<file path="config.mk">
export PLATFORM = sky130hd
export DESIGN_NAME = hja_step_ctrl
export DESIGN_NICKNAME = d
export VERILOG_FILES = /design/src/rtl/hja_step_ctrl.sv
export SDC_FILE = /design/constraint.sdc
export NUM_CORES = 1
export LEC_CHECK = 0
export ABC_AREA = 0
export ABC_CLOCK_PERIOD_IN_PS = 7800
export CORE_ASPECT_RATIO = 0.9
export CORE_MARGIN = 2
export CORE_UTILIZATION = 50
export CTS_CLUSTER_DIAMETER = 60
export DETAILED_ROUTE_END_ITERATION = 8
export GPL_ROUTABILITY_DRIVEN = 1
export PLACE_DENSITY = 0.78
export REMOVE_ABC_BUFFERS = 1
export SYNTH_ARGS = -nofsm -noshare
export SYNTH_HDL_FRONTEND = slang
export SYNTH_SLANG_ARGS = --single-unit
export TNS_END_PERCENT = 20
</file>
<file path="constraint.sdc">
create_clock -name i_clk -period 7.8 [get_ports i_clk]
set_input_delay 1.95 -clock i_clk [delete_from_list [all_inputs] [get_ports i_clk]]
set_output_delay 1.95 -clock i_clk [all_outputs]
set_load 0.05 [all_outputs]
</file>
<file path="src/rtl/hja_step_ctrl.sv">
// Debug execution controller: debounces step/run buttons and produces a CPU
// clock-enable for free run, single step or N-step bursts, with PC breakpoint halt.
module hja_step_ctrl #(
    parameter int DB_LIMIT = 50000,
    parameter int DB_W     = 16
) (
    input  logic        i_clk,
    input  logic        i_rst,
    input  logic        i_btn_step,
    input  logic        i_btn_run,
    input  logic [7:0]  i_sw_burst,
    input  logic        i_break_en,
    input  logic [15:0] i_break_pc,
    input  logic [15:0] i_if_pc,
    input  logic        i_clr_cnt,
    output logic        o_cpu_en,
    output logic        o_running,
    output logic        o_busy,
    output logic        o_bp_hit,
    output logic [15:0] o_step_count
);

    typedef enum logic [1:0] {S_IDLE = 2'd0, S_RUN = 2'd1, S_BURST = 2'd2} state_t;

    localparam int BTN_STEP = 0;
    localparam int BTN_RUN  = 1;

    logic [1:0]           w_btn_raw;
    logic [1:0]           r_sync1, r_sync2, r_db, r_db_q;
    logic [1:0][DB_W-1:0] r_db_cnt;
    logic                 w_step_press, w_run_press, w_bp_match;

    state_t     r_state, w_state_nxt;
    logic [7:0] r_burst_cnt;
    logic       w_cpu_en_nxt, w_running_nxt, w_busy_nxt, w_bp_hit_nxt;

    assign w_btn_raw = {i_btn_run, i_btn_step};

    // Counter only advances while the synced input disagrees with the accepted level
    always_ff @(posedge i_clk) begin
        if (!i_rst) begin
            r_sync1  <= '0;
            r_sync2  <= '0;
            r_db     <= '0;
            r_db_q   <= '0;
            r_db_cnt <= '0;
        end else begin
            r_sync1 <= w_btn_raw;
            r_sync2 <= r_sync1;
            r_db_q  <= r_db;
            for (int b = 0; b < 2; b++) begin
                if (r_sync2[b] == r_db[b]) begin
                    r_db_cnt[b] <= '0;
                end else if (r_db_cnt[b] == DB_W'(DB_LIMIT - 1)) begin
                    r_db[b]     <= r_sync2[b];
                    r_db_cnt[b] <= '0;
                end else begin
                    r_db_cnt[b] <= r_db_cnt[b] + 1'b1;
                end
            end
        end
    end

    assign w_step_press = r_db[BTN_STEP] & ~r_db_q[BTN_STEP];
    assign w_run_press  = r_db[BTN_RUN]  & ~r_db_q[BTN_RUN];
    assign w_bp_match   = i_break_en && (i_if_pc == i_break_pc);

    always_ff @(posedge i_clk) begin
        if (!i_rst) r_state <= S_IDLE;
        else        r_state <= w_state_nxt;
    end

    always_comb begin
        w_state_nxt = r_state;
        case (r_state)
            S_IDLE: begin
                if (w_run_press)                             w_state_nxt = S_RUN;
                else if (w_step_press && i_sw_burst != 8'd0) w_state_nxt = S_BURST;
            end
            S_RUN: begin
                if (w_bp_match || w_run_press) w_state_nxt = S_IDLE;
            end
            S_BURST: begin
                if (w_bp_match || w_run_press || r_burst_cnt == 8'd1) w_state_nxt = S_IDLE;
            end
            default: w_state_nxt = S_IDLE;
        endcase
    end

    // Next values of the registered outputs; they track the next state directly
    always_comb begin
        w_running_nxt = (w_state_nxt == S_RUN);
        w_busy_nxt    = (w_state_nxt == S_BURST);
        w_cpu_en_nxt  = w_running_nxt || w_busy_nxt ||
                        (r_state == S_IDLE && w_step_press && !w_run_press &&
                         i_sw_burst == 8'd0);
        w_bp_hit_nxt  = o_bp_hit;
        if ((r_state == S_RUN || r_state == S_BURST) && w_bp_match)
            w_bp_hit_nxt = 1'b1;
        else if (r_state == S_IDLE && (w_run_press || w_step_press))
            w_bp_hit_nxt = 1'b0;
    end

    always_ff @(posedge i_clk) begin
        if (!i_rst) begin
            r_burst_cnt  <= '0;
            o_cpu_en     <= 1'b0;
            o_running    <= 1'b0;
            o_busy       <= 1'b0;
            o_bp_hit     <= 1'b0;
            o_step_count <= '0;
        end else begin
            if (r_state == S_IDLE && w_state_nxt == S_BURST) r_burst_cnt <= i_sw_burst;
            else if (r_state == S_BURST)                     r_burst_cnt <= r_burst_cnt - 1'b1;
            o_cpu_en  <= w_cpu_en_nxt;
            o_running <= w_running_nxt;
            o_busy    <= w_busy_nxt;
            o_bp_hit  <= w_bp_hit_nxt;
            if (i_clr_cnt)     o_step_count <= '0;
            else if (o_cpu_en) o_step_count <= o_step_count + 1'b1;
        end
    end

endmodule
</file>
==> results of run 1 <==
-- stage by stage --
stage / total power, mW / hold WS, ns
after floorplan: 0.3773 / 0.4118
after global placement: 0.4051 / 0.4165
after detailed placement: 0.4058 / 0.4206
after CTS: 0.6987 / 0.4394
after global routing: 0.7156 / 0.4562
final: 0.6893 / 0.4359
-- cell usage in the layout (no fill, tap or decap), types with 3 or more instances in the layout --
cell             Yosys  final
a21oi_1              8      8
and2_1              10     10
and3_1               6      6
and4_1               3      3
clkbuf_8             0     10
clkdlybuf4s50_1      0     65
dfxtp_1             70     70
ha_1                11     11
inv_1               10     10
mux2i_1              3      3
nand2_1             32     32
nand2b_1             3      3
nand3_1             20     20
nand4_1             10     10
nor2_1              56     56
nor2b_1              4      4
nor3_1               7      7
nor4_1               6      6
nor4b_1              3      3
o211a_1              7      7
o21ai_0              7      7
or3_1                4      4
xnor2_1             22     22
xor2_1              42     42
-- sequential cells by signal (all words and copies together) (netlist names) --
register / cells
r_db_cnt: 32
o_step_count: 16
r_burst_cnt: 8
r_db: 2
r_db_q: 2
r_state: 2
r_sync1: 2
r_sync2: 2
o_bp_hit: 1
o_busy: 1
o_cpu_en: 1
o_running: 1
-- routing by layer --
layer  vias to the layer above  track usage (%)  share of wire [%]
met5                         -                0                  0
met1                      1258            21.75                 44
li1                       1383                -                  -
met3                        11            7.215                5.9
met2                        76            33.04                 48
met4                         0            7.910                1.7
-- path summary, 6_finish.rpt --
check / from / endpoint / depth (start not counted)
hold reg to reg: r_sync1[0] / r_sync2[0] / 1
setup / recovery: i_sw_burst[4] / r_burst_cnt[1] / 10
setup reg to reg: r_state[0] / r_burst_cnt[1] / 10
hold / removal: r_sync1[0] / r_sync2[0] / 1
-- power by group through the flow --
stage,Clock [mW],Sequential (mW),Combinational (mW)
floorplan,0,0.367,0.0101
global placement,0,0.367,0.0378
detailed placement,0,0.367,0.0385
CTS,0.301,0.359,0.0386
global route,0.315,0.359,0.0412
finish,0.292,0.359,0.0380
-- worst register-to-register path, delay by kind of cell (launching register included) --
kind	cells	cell delay, ns
buffers and inverters	1	0.13
and+or+nand+nor	2	0.59
adders and majority gates	2	0.50
AOI/OAI and AO/OA	5	0.89
DFF	1	0.36
-- logic make-up (layout without fill, tap and decap cells) --
kind of cell | count (synthesis) | in the layout
buffers and inverters | 19 | 91
flip-flops | 70 | 70
XOR/XNOR | 64 | 64
AO/OA/AOI/OAI | 32 | 32
multiplexers | 3 | 3
adder cells (fa/ha/maj) | 11 | 11
AND/OR/NAND/NOR | 171 | 171
-- cell type report --
cell class / count / area [um^2] / area share [%]
Multi-Input combinational cell: 281 / 1803 / 42.91
Sequential cell: 70 / 1401 / 33.35
Timing Repair Buffer: 65 / 650.6 / 15.49
Clock buffer: 11 / 141.4 / 3.365
Tap cell: 87 / 108.9 / 2.591
Clock inverter: 5 / 58.81 / 1.400
Inverter: 10 / 37.54 / 0.8934
==> flow_summary.json, run 1 <==
{
  "status": "completed",
  "hold_violations": 0,
  "swShare_pct": 21.63,
  "firstDrtPassIters": 4,
  "start_kind": "input port",
  "n_antenna_cell": 0,
  "fmax_ghz": 0.2270,
  "crit_path_cell_trace": "clkdlybuf4s50_1 -> or4_4 -> o21ai_1 -> a21oi_1 -> or3b_4 -> and2_1 -> ha_1 -> nand2_1 -> o211ai_1 -> a21boi_0",
  "finalMaxSlewViolations": 0,
  "synth-xor-area-share_pct": 17.11,
  "synth_mux_area_share_pct": 0.9164,
  "power_density_mw_per_mm2": 164.1,
  "ys_seq_area_share_pct": 42.76,
  "synth-simple-area-share_pct": 26.04,
  "dieArea_mm2": 0.007218,
  "yosys_register_bits": 70,
  "required_ns": 8.07,
  "fillers": 533,
  "drt-vias-per-instance": 5.157,
  "drc": 0,
  "globalplace.congestion": 0.8569,
  "clock_latency_ns": 0.34,
  "core-area_mm2": 0.006216,
  "internal_power_mw": 0.5402,
  "nets": 494,
  "rsz0062_at_grt": "no",
  "synth_fa_ha_area_share_pct": 4.200,
  "synth_cell_types": 37,
  "wire_per_inst_um": 12.30,
  "syn-mean-instance-area_um2": 8.856,
  "ir_drop_uv": 103.4,
  "cts_resized": 0,
  "critical_path.max_fanout": 15,
  "drive_above_1_share_pct": 4.525,
  "timing.final.ws_setup_ns": 3.395,
  "area_growth_pct": 28.22,
  "clockBufferDepth": 2,
  "path_buf_inv": 1,
  "r2r_slack_ns": 5.26,
  "vias": 2728,
  "comb_power_share_pct": 5.5,
  "fin_tns_setup_ns": 0,
  "critPathKind": "in2reg",
  "synth_top_area_share_pct": 42.76,
  "yosysWarnings": 0,
  "slowest_stage": "or4_4",
  "numCtsBuffers": 9,
  "place_area_mm2": 0.004001,
  "rows": 27,
  "synth_compound_area_share_pct": 6.758,
  "p_seq_share_pct": 52.1,
  "grt_pass1_wl_um": 10940,
  "final_cells": 529,
  "port-buffer-count": 65,
  "cts.sinks": 70,
  "yosys.area.top_type": "dfxtp_1",
  "grt_max_degree": 27,
  "antenna_found_initial": 0,
  "post-route-period-util_pct": 56.47,
  "place_ws_ns": 3.061,
  "grt_overflow": 0,
  "netlist_instances": 370,
  "maxCapViolations": 0,
  "synthTopCellsByCount": "dfxtp_1 (70), nor2_1 (56), xor2_1 (42)",
  "drt_iter0_markers": 107,
  "dp.cells": 513,
  "synthArstFlopShare_pct": 0,
  "p_leak_nw": 1.553,
  "start_util_pct": 52.72,
  "die_y_um": 80.80,
  "detailed_place_hpwl_um": 4685,
  "tightest_slew_ns": 0.7979,
  "drtAntennaViolNets": 0,
  "cts_hold_buf": 0,
  "slowest_delay_ns": 0.57,
  "htreeDepth": 3,
  "grt_pass1_vias": 2611,
  "synth-edff-count": 0,
  "synthTopCellsByArea": "dfxtp_1 (43%), xor2_1 (11%), nor2_1 (6.4%), xnor2_1 (5.9%), ha_1 (4.2%)",
  "clk_pin_slew_worst_paths_ns": 0.08,
  "synth_area_mm2": 0.003277,
  "path_delay_family": "simple AND/OR/NAND/NOR gates",
  "p_switching_mw": 0.1491,
  "min_path_type": "reg2reg",
  "fin_crit_ns": 4.405,
  "fin_area_mm2": 0.004202,
  "die_w_um": 89.34,
  "drt-total-wl_um": 6508,
  "grt_use_total_pct": 19.38,
  "endpoint_kind": "flop",
  "setup_viol_count_final": 0,
  "ios": 66,
  "cts_tree": "built",
  "ys.flop_type": "dfxtp_1",
  "slew_headroom_pct": 46.64,
  "final_util_pct": 67.59,
  "power_frac_clock_pct": 42.4,
  "cts_root_buf": "clkbuf_8",
  "cts_setup_buffers": 0,
  "synth_top_family_by_area": "simple AND/OR/NAND/NOR gates",
  "cp.arrival_ns": 4.67,
  "yosysMostFrequentCell": "dfxtp_1",
  "clock_skew_ns": 0.006562
}
Power figures use the tool's default switching activity.
==> inputs of run 2 (changes only) <==
--- a/config.mk
+++ b/config.mk
@@ -6,7 +6,7 @@
 export NUM_CORES = 1
 export LEC_CHECK = 0
 export ABC_AREA = 0
-export ABC_CLOCK_PERIOD_IN_PS = 7800
+export ABC_CLOCK_PERIOD_IN_PS = 4500
 export CORE_ASPECT_RATIO = 0.9
 export CORE_MARGIN = 2
 export CORE_UTILIZATION = 50
==> constraint.sdc (replaced) <==
create_clock -name i_clk -period 4.5 [get_ports i_clk]
set_input_delay 1.125 -clock i_clk [delete_from_list [all_inputs] [get_ports i_clk]]
set_output_delay 1.125 -clock i_clk [all_outputs]
set_load 0.05 [all_outputs]
==> run 2 against run 1 <==
Sequential share of layout area rose by 0.090 points. Clock power rose by 68%. Sequential power rose by 74%. Global-route usage fell by 0.55 points. First-iteration DRC count fell by 42%. Non-clock buffer count did not move. Worst hold slack got worse by 0.0018 ns. Core utilization fell by 0.18 points.
==> flow_summary.json, run 2 (same netlist as run 1, synthesis figures left out) <==
{
  "multi_input_area_mm2": 0.001803,
  "drive_above_1_share_pct": 4.082,
  "n_antenna_cell": 0,
  "slowest_delay_ns": 0.56,
  "cts_hold_buf": 0,
  "grt_pass1_vias": 2536,
  "largest_register_ffs": 32,
  "drt_iter0_markers": 62,
  "drc": 0,
  "fin_crit_ns": 3.528,
  "cts_setup_buffers": 0,
  "cts_resized": 0,
  "layout_common_cells": "dfxtp_1 (70), clkdlybuf4s50_1 (65), nor2_1 (56), xor2_1 (42), nand2_1 (32)",
  "wire_per_inst_um": 12.10,
  "grt_overflow": 0,
  "drt-met1-wl_um": 2858,
  "nets": 494,
  "finalMaxSlewViolations": 0,
  "die_w_um": 89.34,
  "ir_drop_uv": 148.4,
  "final_cells": 528,
  "port-buffer-count": 65,
  "hold_violations": 0,
  "r2r_slack_ns": 1.97,
  "dp.cells": 513,
  "grt_use_total_pct": 18.83,
  "tightest_slew_ns": 0.7705,
  "drtAntennaViolNets": 0,
  "cp.arrival_ns": 3.80,
  "fillers": 540,
  "registers.top_by_ff_count": "r_db_cnt",
  "die_y_um": 80.80,
  "critical_path.max_fanout": 15,
  "seq_area_mm2": 0.001401,
  "firstDrtPassIters": 4,
  "crit_path_cell_trace": "clkdlybuf4s50_1 -> or4_4 -> o21ai_1 -> a21oi_1 -> or3b_4 -> and2_1 -> ha_1 -> nand2_1 -> o211ai_1 -> a21boi_0",
  "final_common_cell": "dfxtp_1",
  "ios": 66,
  "grt_pass1_wl_um": 10570,
  "antenna_found_initial": 0,
  "cts_tree": "built",
  "detailed_place_hpwl_um": 4693,
  "clk_pin_slew_worst_paths_ns": 0.07,
  "vias": 2705,
  "clock_latency_ns": 0.34,
  "post-route-period-util_pct": 78.40,
  "numCtsBuffers": 9,
  "globalplace.congestion": 0.8563,
  "maxCapViolations": 0,
  "critPathKind": "in2reg",
  "dieArea_mm2": 0.007218,
  "area_growth_pct": 27.87,
  "htreeDepth": 3,
  "drt-vias-per-instance": 5.123,
  "power_density_mw_per_mm2": 281.8,
  "p_leak_nw": 1.554,
  "setup_viol_count_final": 0,
  "drt-total-wl_um": 6389,
  "highest_layer": "met4",
  "rsz0062_at_grt": "no",
  "dr_wl_met3_um": 362,
  "wl_met2_um": 3033,
  "core-area_mm2": 0.006216,
  "endpoint_kind": "flop",
  "rows": 27,
  "clock_skew_ns": 0.006482,
  "slew_headroom_pct": 47.91,
  "fmax_ghz": 0.2834,
  "status": "completed",
  "required_ns": 4.77,
  "grt_max_degree": 27,
  "clockBufferDepth": 2,
  "reg_top3": "r_db_cnt: 32 flops, o_step_count: 16 flops, r_burst_cnt: 8 flops",
  "cts_root_buf": "clkbuf_8",
  "start_util_pct": 52.72,
  "min_path_type": "reg2reg",
  "start_kind": "input port",
  "fin_tns_setup_ns": 0,
  "slowest_stage": "or4_4",
  "cts.sinks": 70
}
==> run 2: cell types whose count changed in the layout (fill, tap and decap cells not counted) <==
cell	previous run	this run
clkinvlp_4	2	0
inv_6	0	1
clkbuf_1	1	2
clkinv_4	1	0
==> run 2: layout make-up <==
cell class                 count  share of cell area, %
tap                           87                  2.598
inverter                      10                 0.8958
multi-input combinational    281                  43.03
clock buffer                  12                  3.464
sequential                    70                  33.44
clock inverter                 3                  1.045
timing repair buffer          65                  15.53
==> run 2: metrics by stage <==
step           power, mW  instance area [um^2]  utilization, %  hold slack, ns  setup WS (ns)
2_1_floorplan     0.6539                  3242               -          0.4118          1.301
3_3_place_gp      0.7022                  4001           64.37          0.4165         0.6839
3_5_place_dp      0.7035                  4001           64.37          0.4199         0.5979
4_1_cts            1.193                  4190           67.41          0.4381         0.9746
5_1_grt            1.222                  4190           67.41          0.4551         0.7961
6_report           1.181                  4190           67.41          0.4341         0.9719
==> run 2: worst max-delay path, delay by kind of cell <==
kind                     cells  cell delay [ns]
AO/OA/AOI/OAI                4             0.54
adder cells (fa/ha/maj)      1             0.22
buffers and inverters        1             0.43
AND/OR/NAND/NOR              4             1.47
==> run 2: path summary, 6_finish.rpt <==
check / start / end / cells past startpoint
setup / recovery: i_sw_burst[4] / r_burst_cnt[1] / 10
hold reg to reg: r_sync1[0] / r_sync2[0] / 1
setup reg to reg: r_state[0] / r_burst_cnt[1] / 10
hold / removal: r_sync1[0] / r_sync2[0] / 1
==> run 2: metal layers <==
metal	GRT usage, %	up-vias
li1	-	1380
met1	20.51	1243
met2	32.44	69
met3	7.012	13
met4	8.507	0
met5	0	-
==> run 2: power by group <==
group	switching, mW	leakage [nW]	internal, mW
logic	0.0217	0.893	0.0441
clock network	0.223	0.0968	0.270
registers	0.00115	0.565	0.621
==> inputs of run 3 (changes only) <==
--- a/config.mk
+++ b/config.mk
@@ -6,7 +6,7 @@
 export NUM_CORES = 1
 export LEC_CHECK = 0
 export ABC_AREA = 0
-export ABC_CLOCK_PERIOD_IN_PS = 4500
+export ABC_CLOCK_PERIOD_IN_PS = 3300
 export CORE_ASPECT_RATIO = 0.9
 export CORE_MARGIN = 2
 export CORE_UTILIZATION = 50
==> constraint.sdc (replaced) <==
create_clock -name i_clk -period 3.3 [get_ports i_clk]
set_input_delay 0.825 -clock i_clk [delete_from_list [all_inputs] [get_ports i_clk]]
set_output_delay 0.825 -clock i_clk [all_outputs]
set_load 0.05 [all_outputs]
==> run 3 against run 2 <==
Register-to-register slack got worse by 0.97 ns. First-iteration DRC count increased by 32%. Worst setup slack got worse by 0.66 ns. Largest power group unchanged.
==> flow_summary.json, run 3 (same netlist as run 1, synthesis figures left out) <==
{
  "cp.arrival_ns": 3.26,
  "path_delay_family": "simple AND/OR/NAND/NOR gates",
  "firstDrtPassIters": 4,
  "vias": 2766,
  "ir_drop_uv": 166.6,
  "clockBufferDepth": 2,
  "crit_path_cell_trace": "clkdlybuf4s50_1 -> or4_4 -> o21ai_1 -> a21oi_1 -> or3b_4 -> and2_1 -> ha_1 -> nand2_1 -> buf_4 -> buf_4 -> o211a_1",
  "drc": 0,
  "numCtsBuffers": 9,
  "start_kind": "input port",
  "grt_pass1_wl_um": 11100,
  "slowest_stage": "or4_4",
  "detailed_place_hpwl_um": 4802,
  "drt_iter0_markers": 82,
  "clock_skew_ns": 0.005521,
  "grt_use_total_pct": 19.59,
  "path_buf_inv": 3,
  "cts_resized": 0,
  "final_util_pct": 68.22,
  "globalplace.congestion": 0.8596,
  "die_w_um": 89.34,
  "cpMostUsedCell": "buf_4",
  "tightest_slew_ns": 0.6645,
  "p_leak_nw": 1.588,
  "maxCapViolations": 0,
  "die_y_um": 80.80,
  "port-buffer-count": 65,
  "cts_tree": "built",
  "drive_above_1_share_pct": 6.181,
  "fmax_ghz": 0.3351,
  "dieArea_mm2": 0.007218,
  "clock_latency_ns": 0.33,
  "cts_root_buf": "clkbuf_8",
  "drt-total-wl_um": 6379,
  "n_antenna_cell": 0,
  "cts.sinks": 70,
  "start_util_pct": 52.72,
  "core-area_mm2": 0.006216,
  "hold_violations": 0,
  "grt_overflow": 0,
  "area_growth_pct": 29.40,
  "drt-vias-per-instance": 5.122,
  "status": "completed",
  "grt_pass1_vias": 2697,
  "place_area_mm2": 0.004091,
  "registers.top_by_ff_count": "r_db_cnt",
  "cts_setup_buffers": 0,
  "clk_pin_slew_worst_paths_ns": 0.07,
  "reg_top3": "r_db_cnt: 32 flops, o_step_count: 16 flops, r_burst_cnt: 8 flops",
  "layout_common_cells": "dfxtp_1 (70), clkdlybuf4s50_1 (65), nor2_1 (56), xor2_1 (42), nand2_1 (32)",
  "power_density_mw_per_mm2": 353.1,
  "slowest_delay_ns": 0.55,
  "fin_crit_ns": 2.984,
  "endpoint_kind": "flop",
  "largest_register_ffs": 32,
  "finalMaxSlewViolations": 0,
  "min_path_type": "reg2reg",
  "critical_path.max_fanout": 6,
  "post-route-period-util_pct": 90.44,
  "drtAntennaViolNets": 0,
  "fillers": 528,
  "htreeDepth": 3,
  "ios": 66,
  "nets": 506,
  "final_common_cell": "dfxtp_1",
  "rows": 27,
  "required_ns": 3.58,
  "cts_hold_buf": 0,
  "grt_max_degree": 17,
  "antenna_found_initial": 0,
  "setup_viol_count_final": 0,
  "rsz0062_at_grt": "no",
  "wire_per_inst_um": 11.81,
  "critPathKind": "in2reg",
  "slew_headroom_pct": 55.08,
  "fin_area_mm2": 0.004240
}
-- run 3: cell types whose count changed in the layout (fill, tap and decap cells not counted), sizes merged --
cell    delta
clkinv     +1
inv        -1
buf       +12
clkbuf     +1
bufinv     -1
-- run 3: through the flow --
stage | TNS (ns) | hold WS, ns | total power, mW | cells | worst slack (ns)
after floorplan | 0 | 0.4118 | 0.8917 | 361 | 0.4011
after global placement | 0 | 0.4143 | 0.9609 | 525 | 0.03277
after detailed placement | -0.07689 | 0.4231 | 0.9636 | 525 | -0.01917
after CTS | 0 | 0.4355 | 1.523 | 540 | 0.3335
after global routing | 0 | 0.4498 | 1.561 | 540 | 0.2168
final | 0 | 0.4307 | 1.497 | 540 | 0.3155
-- run 3: power breakdown --
group | switching [mW] | internal [mW] | total (mW)
clock network | 0.287 | 0.267 | 0.554
logic | 0.0308 | 0.0630 | 0.0938
registers | 0.00152 | 0.848 | 0.849
total | 0.319 | 1.18 | 1.50
-- run 3: layout make-up --
type	instances	area [um^2]	area share (%)
flip-flops and latches	70	1401	33.05
multi-input cells	281	1803	42.52
clock inverters	2	10.01	0.2361
clock buffers	13	138.9	3.275
well taps	87	108.9	2.567
repair buffers	77	740.7	17.47
inverters	10	37.54	0.8852
-- run 3: worst paths after layout --
path	start	depth (start not counted)	slack, ns	to
setup / recovery	i_sw_burst[4]	11	0.32	r_burst_cnt[5]
hold / removal	r_sync1[1]	1	0.43	r_sync2[1]
setup reg to reg	r_state[0]	11	1.00	r_burst_cnt[5]
hold reg to reg	r_sync1[1]	1	0.43	r_sync2[1]
-- run 3: layer usage --
metal  vias to the layer above  track usage, %  part of all wire (%)  wire length [um]
li1                       1411               -                     -                 -
met3                         7           6.402                   6.4               409
met4                         0           5.672                   1.1                67
met5                         -               0                     0                 0
met1                      1268           22.86                    44              2826
met2                        80           34.22                    48              3076
